===== config.mk =====
export PLATFORM = sky130hd
export DESIGN_NAME = reg_bank_ctrl_flat
export DESIGN_NICKNAME = d
export VERILOG_FILES = /design/src/rtl/reg_bank_ctrl_if.sv /design/src/rtl/reg_bank_ctrl.sv /design/src/flat_wrapper.sv
export SDC_FILE = /design/constraint.sdc
export NUM_CORES = 1
export LEC_CHECK = 0
export BUFFER_PORTS_ARGS = -buffer_cell sky130_fd_sc_hd__buf_4
export CORE_AREA = 3 3 97 99
export CTS_BUF_LIST = sky130_fd_sc_hd__clkbuf_16
export CTS_CLUSTER_DIAMETER = 200
export CTS_CLUSTER_SIZE = 16
export DETAILED_ROUTE_END_ITERATION = 16
export DIE_AREA = 0 0 100 102
export GPL_ROUTABILITY_DRIVEN = 0
export PLACE_DENSITY = 0.48
export SKIP_CTS_REPAIR_TIMING = 1
export SYNTH_ARGS = -nofsm -noshare
export SYNTH_HDL_FRONTEND = slang
export SYNTH_SLANG_ARGS = --single-unit

===== constraint.sdc =====
create_clock -name clk -period 2.1 [get_ports clk]
set_clock_uncertainty 0.15 [all_clocks]
set_input_delay 0 -clock clk [delete_from_list [all_inputs] [get_ports clk]]
set_output_delay 0 -clock clk [all_outputs]
set_load 0.02 [all_outputs]

===== src/rtl/reg_bank_ctrl_if.sv =====
`default_nettype none
// ============================================================================
//  Module   : reg_bank_ctrl_if
//  Purpose  : Command, register-bank and response signals of reg_bank_ctrl.
//  Revision : 1.0  initial release
// ============================================================================
interface reg_bank_ctrl_if #(
    parameter int W = 7,
    parameter int N = 4
);
    logic         cmd_valid;
    logic         cmd_ready;
    logic [1:0]   cmd_op;
    logic [N-1:0] cmd_addr_a;
    logic [N-1:0] cmd_addr_b;
    logic [W-1:0] cmd_data;

    logic         we;
    logic [N-1:0] addr_rd;
    logic [W-1:0] data_out;
    logic [N-1:0] addr_rs1;
    logic [N-1:0] addr_rs2;
    logic [W-1:0] rs1_in;
    logic [W-1:0] rs2_in;

    logic         rsp_valid;
    logic         rsp_ready;
    logic [W-1:0] rsp_rs1;
    logic [W-1:0] rsp_rs2;
    logic         fill_done;
    logic         err;

    modport master (
        input  cmd_valid, cmd_op, cmd_addr_a, cmd_addr_b, cmd_data,
        input  rs1_in, rs2_in, rsp_ready,
        output cmd_ready, we, addr_rd, data_out, addr_rs1, addr_rs2,
        output rsp_valid, rsp_rs1, rsp_rs2, fill_done, err
    );

    modport slave (
        output cmd_valid, cmd_op, cmd_addr_a, cmd_addr_b, cmd_data,
        output rs1_in, rs2_in, rsp_ready,
        input  cmd_ready, we, addr_rd, data_out, addr_rs1, addr_rs2,
        input  rsp_valid, rsp_rs1, rsp_rs2, fill_done, err
    );
endinterface
`default_nettype wire


===== src/rtl/reg_bank_ctrl.sv =====
`default_nettype none
// ============================================================================
//  Module   : reg_bank_ctrl
//  Purpose  : Command sequencer driving a register bank: write, dual read,
//             and LFSR bulk fill, with a valid/ready response port.
//  Revision : 1.0  initial release
// ============================================================================
module reg_bank_ctrl #(
    parameter int           W      = 7,
    parameter int           N      = 4,
    parameter int           RD_LAT = 0,
    parameter logic [W-1:0] SEED   = 'h01,
    parameter logic [W-1:0] TAPS   = 'h60
) (
    input  wire logic      clk,
    input  wire logic      reset,
    reg_bank_ctrl_if.master bus
);

    typedef enum logic [2:0] {
        S_IDLE    = 3'd0,
        S_WRITE   = 3'd1,
        S_READ    = 3'd2,
        S_RD_WAIT = 3'd3,
        S_FILL    = 3'd4
    } state_t;

    localparam logic [1:0]   c_op_write = 2'b00;
    localparam logic [1:0]   c_op_read  = 2'b01;
    localparam logic [1:0]   c_op_fill  = 2'b10;
    localparam logic [N-1:0] c_addr_one = {{(N-1){1'b0}}, 1'b1};
    localparam logic [N-1:0] c_addr_max = {N{1'b1}};

    state_t       r_state,     w_state_nxt;
    logic         r_we,        w_we_nxt;
    logic [N-1:0] r_addr_rd,   w_addr_rd_nxt;
    logic [W-1:0] r_data_out,  w_data_out_nxt;
    logic [N-1:0] r_addr_rs1,  w_addr_rs1_nxt;
    logic [N-1:0] r_addr_rs2,  w_addr_rs2_nxt;
    logic         r_rsp_valid, w_rsp_valid_nxt;
    logic [W-1:0] r_rsp_rs1,   w_rsp_rs1_nxt;
    logic [W-1:0] r_rsp_rs2,   w_rsp_rs2_nxt;
    logic         r_fill_done, w_fill_done_nxt;
    logic         r_err,       w_err_nxt;
    logic [W-1:0] r_lfsr,      w_lfsr_nxt;

    logic         w_cmd_ready;
    logic         w_accept;
    logic         w_rd_wait;
    logic [W-1:0] w_lfsr_step;

    // A registered-output bank needs one extra cycle before the read data is valid
    generate
        if (RD_LAT == 1) begin : g_rd_wait
            assign w_rd_wait = 1'b1;
        end else begin : g_rd_direct
            assign w_rd_wait = 1'b0;
        end
    endgenerate

    assign w_cmd_ready = (r_state == S_IDLE) && !r_rsp_valid;
    assign w_accept    = bus.cmd_valid && w_cmd_ready;
    assign w_lfsr_step = r_lfsr[0] ? ((r_lfsr >> 1) ^ TAPS) : (r_lfsr >> 1);

    always_comb begin
        w_state_nxt     = r_state;
        w_we_nxt        = 1'b0;
        w_addr_rd_nxt   = r_addr_rd;
        w_data_out_nxt  = r_data_out;
        w_addr_rs1_nxt  = r_addr_rs1;
        w_addr_rs2_nxt  = r_addr_rs2;
        w_rsp_valid_nxt = r_rsp_valid && !bus.rsp_ready;
        w_rsp_rs1_nxt   = r_rsp_rs1;
        w_rsp_rs2_nxt   = r_rsp_rs2;
        w_fill_done_nxt = 1'b0;
        w_err_nxt       = 1'b0;
        w_lfsr_nxt      = r_lfsr;

        case (r_state)
            S_IDLE: begin
                if (w_accept) begin
                    case (bus.cmd_op)
                        c_op_write: begin
                            w_we_nxt       = 1'b1;
                            w_addr_rd_nxt  = bus.cmd_addr_a;
                            w_data_out_nxt = bus.cmd_data;
                            w_state_nxt    = S_WRITE;
                        end
                        c_op_read: begin
                            w_addr_rs1_nxt = bus.cmd_addr_a;
                            w_addr_rs2_nxt = bus.cmd_addr_b;
                            w_state_nxt    = S_READ;
                        end
                        c_op_fill: begin
                            w_we_nxt       = 1'b1;
                            w_addr_rd_nxt  = '0;
                            w_data_out_nxt = SEED;
                            w_lfsr_nxt     = SEED;
                            w_state_nxt    = S_FILL;
                        end
                        default: begin
                            w_err_nxt = 1'b1;
                        end
                    endcase
                end
            end
            S_WRITE: begin
                w_state_nxt = S_IDLE;
            end
            S_READ: begin
                if (w_rd_wait) begin
                    w_state_nxt = S_RD_WAIT;
                end else begin
                    w_rsp_valid_nxt = 1'b1;
                    w_rsp_rs1_nxt   = bus.rs1_in;
                    w_rsp_rs2_nxt   = bus.rs2_in;
                    w_state_nxt     = S_IDLE;
                end
            end
            S_RD_WAIT: begin
                w_rsp_valid_nxt = 1'b1;
                w_rsp_rs1_nxt   = bus.rs1_in;
                w_rsp_rs2_nxt   = bus.rs2_in;
                w_state_nxt     = S_IDLE;
            end
            S_FILL: begin
                // r_lfsr always mirrors the value currently on data_out
                w_lfsr_nxt = w_lfsr_step;
                if (r_addr_rd == c_addr_max) begin
                    w_fill_done_nxt = 1'b1;
                    w_state_nxt     = S_IDLE;
                end else begin
                    w_we_nxt       = 1'b1;
                    w_addr_rd_nxt  = r_addr_rd + c_addr_one;
                    w_data_out_nxt = w_lfsr_step;
                end
            end
            default: begin
                w_state_nxt = S_IDLE;
            end
        endcase
    end

    always_ff @(posedge clk or posedge reset) begin
        if (reset) begin
            r_state     <= S_IDLE;
            r_we        <= 1'b0;
            r_addr_rd   <= '0;
            r_data_out  <= '0;
            r_addr_rs1  <= '0;
            r_addr_rs2  <= '0;
            r_rsp_valid <= 1'b0;
            r_rsp_rs1   <= '0;
            r_rsp_rs2   <= '0;
            r_fill_done <= 1'b0;
            r_err       <= 1'b0;
            r_lfsr      <= SEED;
        end else begin
            r_state     <= w_state_nxt;
            r_we        <= w_we_nxt;
            r_addr_rd   <= w_addr_rd_nxt;
            r_data_out  <= w_data_out_nxt;
            r_addr_rs1  <= w_addr_rs1_nxt;
            r_addr_rs2  <= w_addr_rs2_nxt;
            r_rsp_valid <= w_rsp_valid_nxt;
            r_rsp_rs1   <= w_rsp_rs1_nxt;
            r_rsp_rs2   <= w_rsp_rs2_nxt;
            r_fill_done <= w_fill_done_nxt;
            r_err       <= w_err_nxt;
            r_lfsr      <= w_lfsr_nxt;
        end
    end

    assign bus.cmd_ready = w_cmd_ready;
    assign bus.we        = r_we;
    assign bus.addr_rd   = r_addr_rd;
    assign bus.data_out  = r_data_out;
    assign bus.addr_rs1  = r_addr_rs1;
    assign bus.addr_rs2  = r_addr_rs2;
    assign bus.rsp_valid = r_rsp_valid;
    assign bus.rsp_rs1   = r_rsp_rs1;
    assign bus.rsp_rs2   = r_rsp_rs2;
    assign bus.fill_done = r_fill_done;
    assign bus.err       = r_err;

endmodule
`default_nettype wire

===== src/flat_wrapper.sv =====
// flat-port wrapper written by rule: the top's interface ports become plain ports
module reg_bank_ctrl_flat 
#(
    parameter int           W      = 7,
    parameter int           N      = 4,
    parameter int           RD_LAT = 0,
    parameter logic [W-1:0] SEED   = 'h01,
    parameter logic [W-1:0] TAPS   = 'h60
)
  (clk, reset, bus_cmd_valid, bus_cmd_op, bus_cmd_addr_a, bus_cmd_addr_b, bus_cmd_data, bus_rs1_in, bus_rs2_in, bus_rsp_ready, bus_cmd_ready, bus_we, bus_addr_rd, bus_data_out, bus_addr_rs1, bus_addr_rs2, bus_rsp_valid, bus_rsp_rs1, bus_rsp_rs2, bus_fill_done, bus_err);
  reg_bank_ctrl_if #(.W(W), .N(N)) bus_i ();
  input  wire logic clk;
  input  wire logic reset;
  input wire logic [$bits(bus_i.cmd_valid)-1:0] bus_cmd_valid;
  input wire logic [$bits(bus_i.cmd_op)-1:0] bus_cmd_op;
  input wire logic [$bits(bus_i.cmd_addr_a)-1:0] bus_cmd_addr_a;
  input wire logic [$bits(bus_i.cmd_addr_b)-1:0] bus_cmd_addr_b;
  input wire logic [$bits(bus_i.cmd_data)-1:0] bus_cmd_data;
  input wire logic [$bits(bus_i.rs1_in)-1:0] bus_rs1_in;
  input wire logic [$bits(bus_i.rs2_in)-1:0] bus_rs2_in;
  input wire logic [$bits(bus_i.rsp_ready)-1:0] bus_rsp_ready;
  output wire logic [$bits(bus_i.cmd_ready)-1:0] bus_cmd_ready;
  output wire logic [$bits(bus_i.we)-1:0] bus_we;
  output wire logic [$bits(bus_i.addr_rd)-1:0] bus_addr_rd;
  output wire logic [$bits(bus_i.data_out)-1:0] bus_data_out;
  output wire logic [$bits(bus_i.addr_rs1)-1:0] bus_addr_rs1;
  output wire logic [$bits(bus_i.addr_rs2)-1:0] bus_addr_rs2;
  output wire logic [$bits(bus_i.rsp_valid)-1:0] bus_rsp_valid;
  output wire logic [$bits(bus_i.rsp_rs1)-1:0] bus_rsp_rs1;
  output wire logic [$bits(bus_i.rsp_rs2)-1:0] bus_rsp_rs2;
  output wire logic [$bits(bus_i.fill_done)-1:0] bus_fill_done;
  output wire logic [$bits(bus_i.err)-1:0] bus_err;
  assign bus_i.cmd_valid = bus_cmd_valid;
  assign bus_i.cmd_op = bus_cmd_op;
  assign bus_i.cmd_addr_a = bus_cmd_addr_a;
  assign bus_i.cmd_addr_b = bus_cmd_addr_b;
  assign bus_i.cmd_data = bus_cmd_data;
  assign bus_i.rs1_in = bus_rs1_in;
  assign bus_i.rs2_in = bus_rs2_in;
  assign bus_i.rsp_ready = bus_rsp_ready;
  assign bus_cmd_ready = bus_i.cmd_ready;
  assign bus_we = bus_i.we;
  assign bus_addr_rd = bus_i.addr_rd;
  assign bus_data_out = bus_i.data_out;
  assign bus_addr_rs1 = bus_i.addr_rs1;
  assign bus_addr_rs2 = bus_i.addr_rs2;
  assign bus_rsp_valid = bus_i.rsp_valid;
  assign bus_rsp_rs1 = bus_i.rsp_rs1;
  assign bus_rsp_rs2 = bus_i.rsp_rs2;
  assign bus_fill_done = bus_i.fill_done;
  assign bus_err = bus_i.err;
  reg_bank_ctrl #(.W(W), .N(N), .RD_LAT(RD_LAT), .SEED(SEED), .TAPS(TAPS)) u_core (.clk(clk), .reset(reset), .bus(bus_i));
endmodule

==> results.txt, run 1 <==
num rows - 34
synthesized cell area - 2140 sq um
Synth top area share - 53.9%
Vias - 1599
All-Layer GR Usage - 10.0%
Post-DRT Antenna Nets - 0
antenna violations before repair - 0
yosys warns - 0
Sw Share - 35.4%
pin count of the biggest net entering global routing - 48
hold_sp - bus_cmd_data[5]
CTS tree - built
critical path class - reg -> reg
WL/cell - 13.9 um
input/output buffers - 72
most common cell after layout, fill and taps aside - buf_4
post-DR vias/cell - 4.33
IO Count - 73
Slew HR - 59.8%
nets in the synthesized netlist - 194
Peak Freq - 504 MHz
actual slew at the worst max-slew pin - 604 ps
most frequent cells in the layout - buf_4 (79), dfrtp_1 (46), mux2_2 (30)
Slowest-stage cell, CP - or4_4
hpwl dp - 3.72 mm
Worst setup EP type - register
CTS H-Tree Depth - 2
switching power of the nets - 0.00165 W
Crit. Startpoint - u_core.r_state[2]
peak fanout along the critical path - 6
final setup violation count - 0
Clock transition at path regs - 70 ps
vias in the first global route - 1551
clk sinks - 47
# diodes - 0
area leader, netlist - dfrtp_1
CP arrival - 2000 ps
critical-path cell list - or4_4 -> o22ai_2 -> buf_4 -> mux2_2
Clock Power Share - 19.6%
slowest stage delay, CP - 570 ps
final slew viol count - 0
outcome - finished, violations left
Starting Density - 24.7%
setup TNS - 0 ps
Yosys reg bits - 47
Leakage - 1.58 nW
Max-Cap Viols - 0
Yosys cell types - 42
first-pass iteration count of the detailed router - 4
Setup WS pre-CTS - 120 ps
CTS Buf Count - 5
final worst path period share - 94.5%
Die W - 100 um
Die H - 102 um
drt drc - 0
reg2reg start - u_core.r_state[2]
Logic pwr share - 46.1%
Area Growth Syn to Fin - 52.0%
Max Buffers Root-to-Sink - 2
final setup margin - 117 ps
Worst Path Required - 2120 ps
sequential power share - 34.3%
RSZ-0062 raised after global routing - false
final number of hold-violating endpoints - 3
total die area - 10200 sq um
initial DRC count - 43
root buffer cell - clkbuf_16
Worst Hold Slack - -14.9 ps
Final Non-Filler Cells - 369
crit path buf inv count - 1
core footprint - 8640 sq um
wirelength, routed - 5.13 mm
first-pass GRT wire length - 8.00 mm
VDD IR max - 0.000443 V
Post-Place Cells - 334
failing checks - negative hold slack
top cells by area, synth - dfrtp_1 (54%), mux2_2 (16%), mux2_4 (4.2%)
Seq/Total Area, Yosys - 55.1%
internal power - 0.00301 W
Hold Path Class - in -> reg
CP delay by family, top - simple AND/OR/NAND/NOR gates
Tot Pwr - 0.00466 W
Mapped Avg Cell Area - 13.9 sq um
PD cells - 1430 nW/um^2
Congestion Overflow GR - 0
CP startpoint kind - register
Final nets - 300
clk_lat worst skew - 290 ps
Mapped Cells - 154
share of cells above drive strength 1 - 50.2%
min cycle time layout - 1980 ps
[layer usage]
metal / part of all wire (%) / global-route usage (%) / vias up
met1: 42 / 13.1 / 806
met5: 0 / 0 / -
li1: - / - / 756
met4: 1.1 / 3.11 / 0
met2: 52 / 16.7 / 33
met3: 4.5 / 2.25 / 4
[worst paths after layout]
path / to / slack, ps / cells after the start
max in group asynchronous: u_core.bus.addr_rd[0] / 1110 / 4
max reg2reg: u_core.bus.data_out[5] / 120 / 4
min: u_core.bus.data_out[5] / -10 / 4
min in group asynchronous: u_core.bus.rsp_rs2[5] / 280 / 4
max: u_core.bus.data_out[5] / 120 / 4
min reg2reg: u_core.r_lfsr[1] / 360 / 1
[cell type report]
cell class	count	area (sq um)
Timing Repair Buffer	106	863
Clock inverter	3	46.3
Tap cell	108	135
Clock buffer	5	125
Sequential cell	47	1180
Multi-Input combinational cell	91	866
Fill cell	869	5390
Inverter	9	33.8
[flip-flops by register name, summed over array words and instances, names as in the netlist]
signal	flops
u_core.bus.rsp_rs1	7
u_core.bus.addr_rs1	4
u_core.bus.err	1
u_core.bus.addr_rd	4
u_core.r_state	3
u_core.bus.rsp_rs2	7
u_core.bus.rsp_valid	1
u_core.bus.data_out	7
u_core.r_lfsr	7
u_core.bus.addr_rs2	4
u_core.bus.we	1
u_core.bus.fill_done	1
[stage by stage]
step | area (sq um) | utilization [%]
2_1_floorplan | 2140 | -
3_3_place_gp | 2810 | 32.5
3_5_place_dp | 2810 | 32.5
4_1_cts | 2980 | 34.5
5_1_grt | 3250 | 37.6
6_report | 3250 | 37.6
[synthesized netlist by cell type, drive strengths merged]
cell,number
a32oi,1
o22ai,2
mux2i,4
buf,4
a22o,5
nor2,2
or4,1
or2,1
o2bb2ai,1
a211oi,1
nand3,2
inv,9
nor3b,1
a22oi,1
a21oi,1
and2b,1
and4b,1
a41oi,1
ha,5
and2,1
dfstp,1
and3,3
dfrtp,46
xnor2,1
nand2,2
and3b,1
o21ai,2
mux2,36
nand2b,3
nor3,2
a2111oi,1
nor2b,5
clkbuf,3
or3b,1
nand4,1
a21o,1
[worst min-delay path, cell delays in order]
cell	delay, ps
buf_4	80
nand2b_1	50
mux2i_1	110
mux2_2	150
[power by group through the flow]
stage,Clock (W),Sequential (W),Combinational [W]
final,0.000912,0.00160,0.00215
after global routing,0.000973,0.00166,0.00232
after CTS,0.000942,0.00160,0.00214
after detailed placement,0,0.00162,0.00214
after global placement,0,0.00161,0.00212
after floorplan,0,0.00197,0.000957
[cell families after synthesis]
group | Yosys count | share of synthesized area (%)
flops | 47 | 55.1
mux | 40 | 21.9
simple gates | 28 | 8.96
compound gates | 17 | 6.33
buf+inv | 16 | 4.33
fa+ha+maj | 5 | 2.93
xor+xnor | 1 | 0.410
(Power assumes the default switching activity.)
==> run 2, diff against run 1 <==
Settings changed: ABC_CLOCK_PERIOD_IN_PS set to 2100, CORE_AREA 3 3 97 99 to 3 3 71 73, DIE_AREA 0 0 100 102 to 0 0 74 76, PLACE_DENSITY 0.48 to 0.78.
==> results.txt, run 2 (synthesis results as in run 1) <==
outcome - finished, violations left
failing checks - negative hold slack
Max Buffers Root-to-Sink - 2 (unchanged)
CTS H-Tree Depth - 2 (unchanged)
most frequent cells in the layout - buf_4 (78), dfrtp_1 (46), mux2_2 (30)
pin count of the biggest net entering global routing - 30 (-38%)
R2R setup slack - 120 ps (about the same)
Worst Path Required - 2110 ps (about the same)
r2r worst-path depth - 4 (unchanged)
Die W - 74 um (-26%)
final worst path period share - 94.3% (-0.10 points)
RSZ-0062 raised after global routing - false
setup TNS - 0 ps (unchanged)
Post-DRT Antenna Nets - 0 (unchanged)
drt drc - 0 (unchanged)
sequential power share - 35.6% (+1.3 points)
Hold Path Class - in -> reg
switching power of the nets - 0.00163 W (-1.2%)
Congestion Overflow GR - 0 (unchanged)
Peak Freq - 505 MHz (+0.11%)
hpwl dp - 3.47 mm (-6.6%)
post-DR vias/cell - 5.18 (+20%)
CTS tree - built
Hold Path Sink - u_core.bus.data_out[5]
Die H - 76 um (-25%)
Setup WS pre-CTS - 126 ps (+6.08 ps)
share of cells above drive strength 1 - 49.2% (-0.96 points)
hold_sp - bus_cmd_data[5]
WL/cell - 16.0 um (+15%)
peak fanout along the critical path - 11 (+5)
sequential cell area - 1180 sq um (unchanged)
IO Count - 73 (unchanged)
CP startpoint kind - register
Clock transition at path regs - 60 ps (about the same)
Hold Path Stages - 4 (unchanged)
core footprint - 4410 sq um (-49%)
# fillers - 303 (-65%)
final number of hold-violating endpoints - 1 (-2)
final setup margin - 119 ps (+2.20 ps)
first-pass iteration count of the detailed router - 5 (+1)
VDD IR max - 0.000824 V (+86%)
antenna violations before repair - 0 (unchanged)
Clock Power Share - 15.9% (-3.7 points)
critical path class - reg -> reg
reg2reg start - u_core.r_state[2]
vias in the first global route - 1538 (-0.84%)
final setup violation count - 0 (unchanged)
total die area - 5620 sq um (-45%)
Max-Cap Viols - 0 (unchanged)
CP arrival - 1990 ps (about the same)
Starting Density - 48.4% (+24 points)
All-Layer GR Usage - 17.1% (+7.1 points)
PD cells - 1430 nW/um^2 (-0.27%)
root buffer cell - clkbuf_16
internal power - 0.00288 W (-4.0%)
wirelength, routed - 4.98 mm (-2.8%)
actual slew at the worst max-slew pin - 603 ps (-0.289 ps)
Final Util - 71.5% (+34 points)
min cycle time layout - 1980 ps (-2.20 ps)
Final nets - 301 (+0.33%)
first-pass GRT wire length - 7.44 mm (-7.1%)
Worst setup EP type - register
RR Endpoint - u_core.bus.data_out[2]
most common cell after layout, fill and taps aside - buf_4
Vias - 1617 (+1.1%)
Leakage - 1.58 nW (-0.36%)
Sw Share - 36.1% (+0.67 points)
input/output buffers - 72 (unchanged)
initial DRC count - 116 (+170%)
Slew HR - 59.7% (about the same)
num rows - 24 (-29%)
final slew viol count - 0 (unchanged)
Area Growth Syn to Fin - 47.8%
Worst Hold Slack - -8.63 ps (+6.30 ps)
CTS Buf Count - 5 (unchanged)
Logic pwr share - 48.4% (+2.3 points)
clk sinks - 47 (unchanged)
# diodes - 0 (unchanged)
clk_lat worst skew - 280 ps (about the same)
area of the multi-input gates - 866 sq um (unchanged)
[run 2: changes by cell type in the layout (fill, tap and decap cells not counted), sizes merged]
cell | previous run | this run
bufinv | 1 | 0
clkinvlp | 1 | 0
dlygate4sd3 | 27 | 28
[run 2: critical path, cell delays in order, from the launching register on]
cell	delay, ps
dfrtp_1	420
or4_4	570
o22ai_2	230
buf_12	170
mux2_2	330
[run 2: through the flow]
step,total power [W],std cells,area (sq um)
6_report,0.00451,312,3160
5_1_grt,0.00477,312,3160
4_1_cts,0.00449,284,2880
3_5_place_dp,0.00376,278,2750
3_3_place_gp,0.00369,278,2750
2_1_floorplan,0.00293,154,2140
[run 2: how the worst max path moves through the flow]
stage | startpoint | endpoint | cells after the start
global placement | u_core.r_state[2] | u_core.bus.data_out[1] | 4
floorplan | u_core.r_state[2] | u_core.bus.addr_rd[0] | 4
detailed placement | u_core.r_state[2] | u_core.bus.data_out[2] | 4
global route | u_core.r_state[2] | u_core.bus.data_out[1] | 4
finish | u_core.r_state[2] | u_core.bus.data_out[2] | 4
CTS | u_core.r_state[2] | u_core.bus.data_out[2] | 4
[run 2: final cells by class]
class	instances	area share [%]
Clock inverter	1	0.119
Sequential cell	47	37.3
Multi-Input combinational cell	91	27.4
Clock buffer	5	3.96
Tap cell	52	2.06
Inverter	9	1.07
Timing Repair Buffer	107	28.1
[run 2: layer usage]
metal / track usage (%) / part of all wire [%] / vias up
met5: 0 / 0 / -
met4: 4.35 / 1.1 / 0
met3: 6.46 / 6.6 / 8
met2: 27.3 / 52 / 69
met1: 21.8 / 41 / 788
li1: - / - / 752
[run 2: power groups by stage]
| stage | clock network, W | logic, W | registers, W |
|---|---|---|---|
| 2_1_floorplan | 0 | 0.000957 | 0.00197 |
| 3_3_place_gp | 0 | 0.00210 | 0.00158 |
| 6_report | 0.000720 | 0.00219 | 0.00161 |
| 4_1_cts | 0.000732 | 0.00216 | 0.00160 |
| 5_1_grt | 0.000774 | 0.00233 | 0.00167 |
| 3_5_place_dp | 0 | 0.00215 | 0.00161 |
==> run 3, diff against run 2 <==
Settings changed: CORE_AREA 3 3 71 73 to 3 3 73 75, DIE_AREA 0 0 74 76 to 0 0 76 78, PLACE_DENSITY 0.78 to 0.75.
==> results.txt, run 3 (synthesis results as in run 1) <==
outcome - finished, violations left
failing checks - negative hold slack
CP arrival - 2030 ps (+40 ps)
sequential cell area - 1180 sq um (unchanged)
Die W - 76 um (+2.7%)
CP startpoint kind - register
area of the multi-input gates - 866 sq um (unchanged)
Final nets - 301 (unchanged)
Worst setup EP type - register
Hold Path Sink - u_core.bus.data_out[0]
Hold Path Class - in -> reg
core footprint - 4720 sq um (+7.0%)
VDD IR max - 0.000735 V (-11%)
Final Non-Filler Cells - 329 (+5.4%)
first-pass iteration count of the detailed router - 4 (-1)
critical path class - reg -> reg
Setup WS pre-CTS - 97.0 ps (-29.0 ps)
peak fanout along the critical path - 11 (unchanged)
Worst Hold Slack - -17.9 ps (-9.22 ps)
IO Count - 73 (unchanged)
Leakage - 1.57 nW (-0.38%)
vias in the first global route - 1637 (+6.4%)
Post-DRT Antenna Nets - 0 (unchanged)
hold_sp - bus_cmd_data[0]
Peak Freq - 497 MHz (-1.5%)
num rows - 25 (+4.2%)
CTS H-Tree Depth - 2 (unchanged)
final setup margin - 88.7 ps (-30.1 ps)
final number of hold-violating endpoints - 3 (+2)
Vias - 1602 (-0.93%)
Final Util - 67.2% (-4.3 points)
r2r worst-path depth - 4 (unchanged)
most frequent cells in the layout - buf_4 (79), dfrtp_1 (46), mux2_2 (30)
final setup violation count - 0 (unchanged)
internal power - 0.00286 W (-0.71%)
final worst path period share - 95.8% (+1.4 points)
hpwl dp - 3.36 mm (-3.2%)
total die area - 5930 sq um (+5.4%)
min cycle time layout - 2010 ps (+30.1 ps)
input/output buffers - 72 (unchanged)
Post-Place Cells - 293 (+5.4%)
drt drc - 0 (unchanged)
Area Growth Syn to Fin - 48.6%
antenna violations before repair - 0 (unchanged)
R2R setup slack - 90 ps (-30 ps)
Hold Path Stages - 4 (unchanged)
# diodes - 0 (unchanged)
# fillers - 369 (+22%)
pin count of the biggest net entering global routing - 28 (-6.7%)
share of cells above drive strength 1 - 49.2% (about the same)
Max-Cap Viols - 0 (unchanged)
final slew viol count - 0 (unchanged)
Clock Power Share - 16.8% (+0.9 points)
Max Buffers Root-to-Sink - 2 (unchanged)
WL/cell - 14.3 um (-10%)
Clock transition at path regs - 60 ps (about the same)
root buffer cell - clkbuf_16
Starting Density - 45.2% (-3.2 points)
RR Endpoint - u_core.bus.data_out[0]
Worst Path Required - 2120 ps (about the same)
post-DR vias/cell - 4.87 (-6.0%)
clk sinks - 47 (unchanged)
wirelength, routed - 4.71 mm (-5.3%)
CTS Buf Count - 5 (unchanged)
All-Layer GR Usage - 15.6% (-1.5 points)
actual slew at the worst max-slew pin - 576 ps (-27.7 ps)
first-pass GRT wire length - 7.46 mm (+0.27%)
switching power of the nets - 0.00161 W (-1.4%)
most common cell after layout, fill and taps aside - buf_4
setup TNS - 0 ps (unchanged)
CTS tree - built
Sw Share - 36.0% (-0.15 points)
sequential power share - 35.6% (about the same)
PD cells - 1410 nW/um^2 (-1.5%)
Logic pwr share - 47.6% (-0.8 points)
reg2reg start - u_core.r_state[2]
initial DRC count - 84 (-28%)
Die H - 78 um (+2.6%)
Slew HR - 61.6% (+1.8 points)
clk_lat worst skew - 280 ps (about the same)
Congestion Overflow GR - 0 (unchanged)
RSZ-0062 raised after global routing - false
-- run 3: changes by cell type in the layout (fill, tap and decap cells not counted), sizes merged --
| cell | change |
|---|---|
| clkinvlp | +1 |
| inv | -1 |
| clkinv | +2 |
-- run 3: layer usage --
layer,up-vias,share of wire (%),routed length [um],global-route usage [%]
li1,759,-,-,-
met1,770,42,1970,18.4
met2,67,48,2250,25.8
met3,6,9.2,435,7.19
met4,0,1.2,57,4.35
met5,-,0,0,0
-- run 3: how the worst max path moves through the flow --
stage	startpoint	to	slack, ps	depth (start not counted)
2_1_floorplan	u_core.r_state[2]	u_core.bus.addr_rd[0]	190	4
3_3_place_gp	u_core.r_state[2]	u_core.bus.addr_rd[0]	140	4
3_5_place_dp	u_core.r_state[2]	u_core.bus.data_out[5]	100	4
4_1_cts	u_core.r_state[2]	u_core.bus.data_out[5]	80	4
5_1_grt	u_core.r_state[2]	u_core.bus.data_out[1]	9	4
6_report	u_core.r_state[2]	u_core.bus.data_out[0]	90	4
-- run 3: through the flow --
| step | power [W] | area [sq um] |
|---|---|---|
| finish | 0.00447 | 3170 |
| global route | 0.00475 | 3170 |
| CTS | 0.00448 | 2890 |
| detailed placement | 0.00371 | 2750 |
| global placement | 0.00365 | 2750 |
| floorplan | 0.00293 | 2140 |
-- run 3: power groups by stage --
stage          clock network, W  registers (W)  logic, W
6_report               0.000753        0.00159   0.00213
3_5_place_dp                  0        0.00160   0.00210
2_1_floorplan                 0        0.00197  0.000957
4_1_cts                0.000774        0.00159   0.00211
3_3_place_gp                  0        0.00159   0.00206
5_1_grt                0.000804        0.00165   0.00229
-- run 3: final cells by class --
cell class                      instances  area share [%]
Inverter                                9            1.06
Sequential cell                        47            37.1
Timing Repair Buffer                  107            27.5
Multi-Input combinational cell         91            27.3
Clock buffer                            5            3.94
Clock inverter                          3           0.473
Tap cell                               67            2.64
-- run 3: critical path, stage by stage (launching register included) --
cell and delay, ps:
dfrtp_1 420, or4_4 570, o22ai_2 180, buf_4 220, mux2_2 350
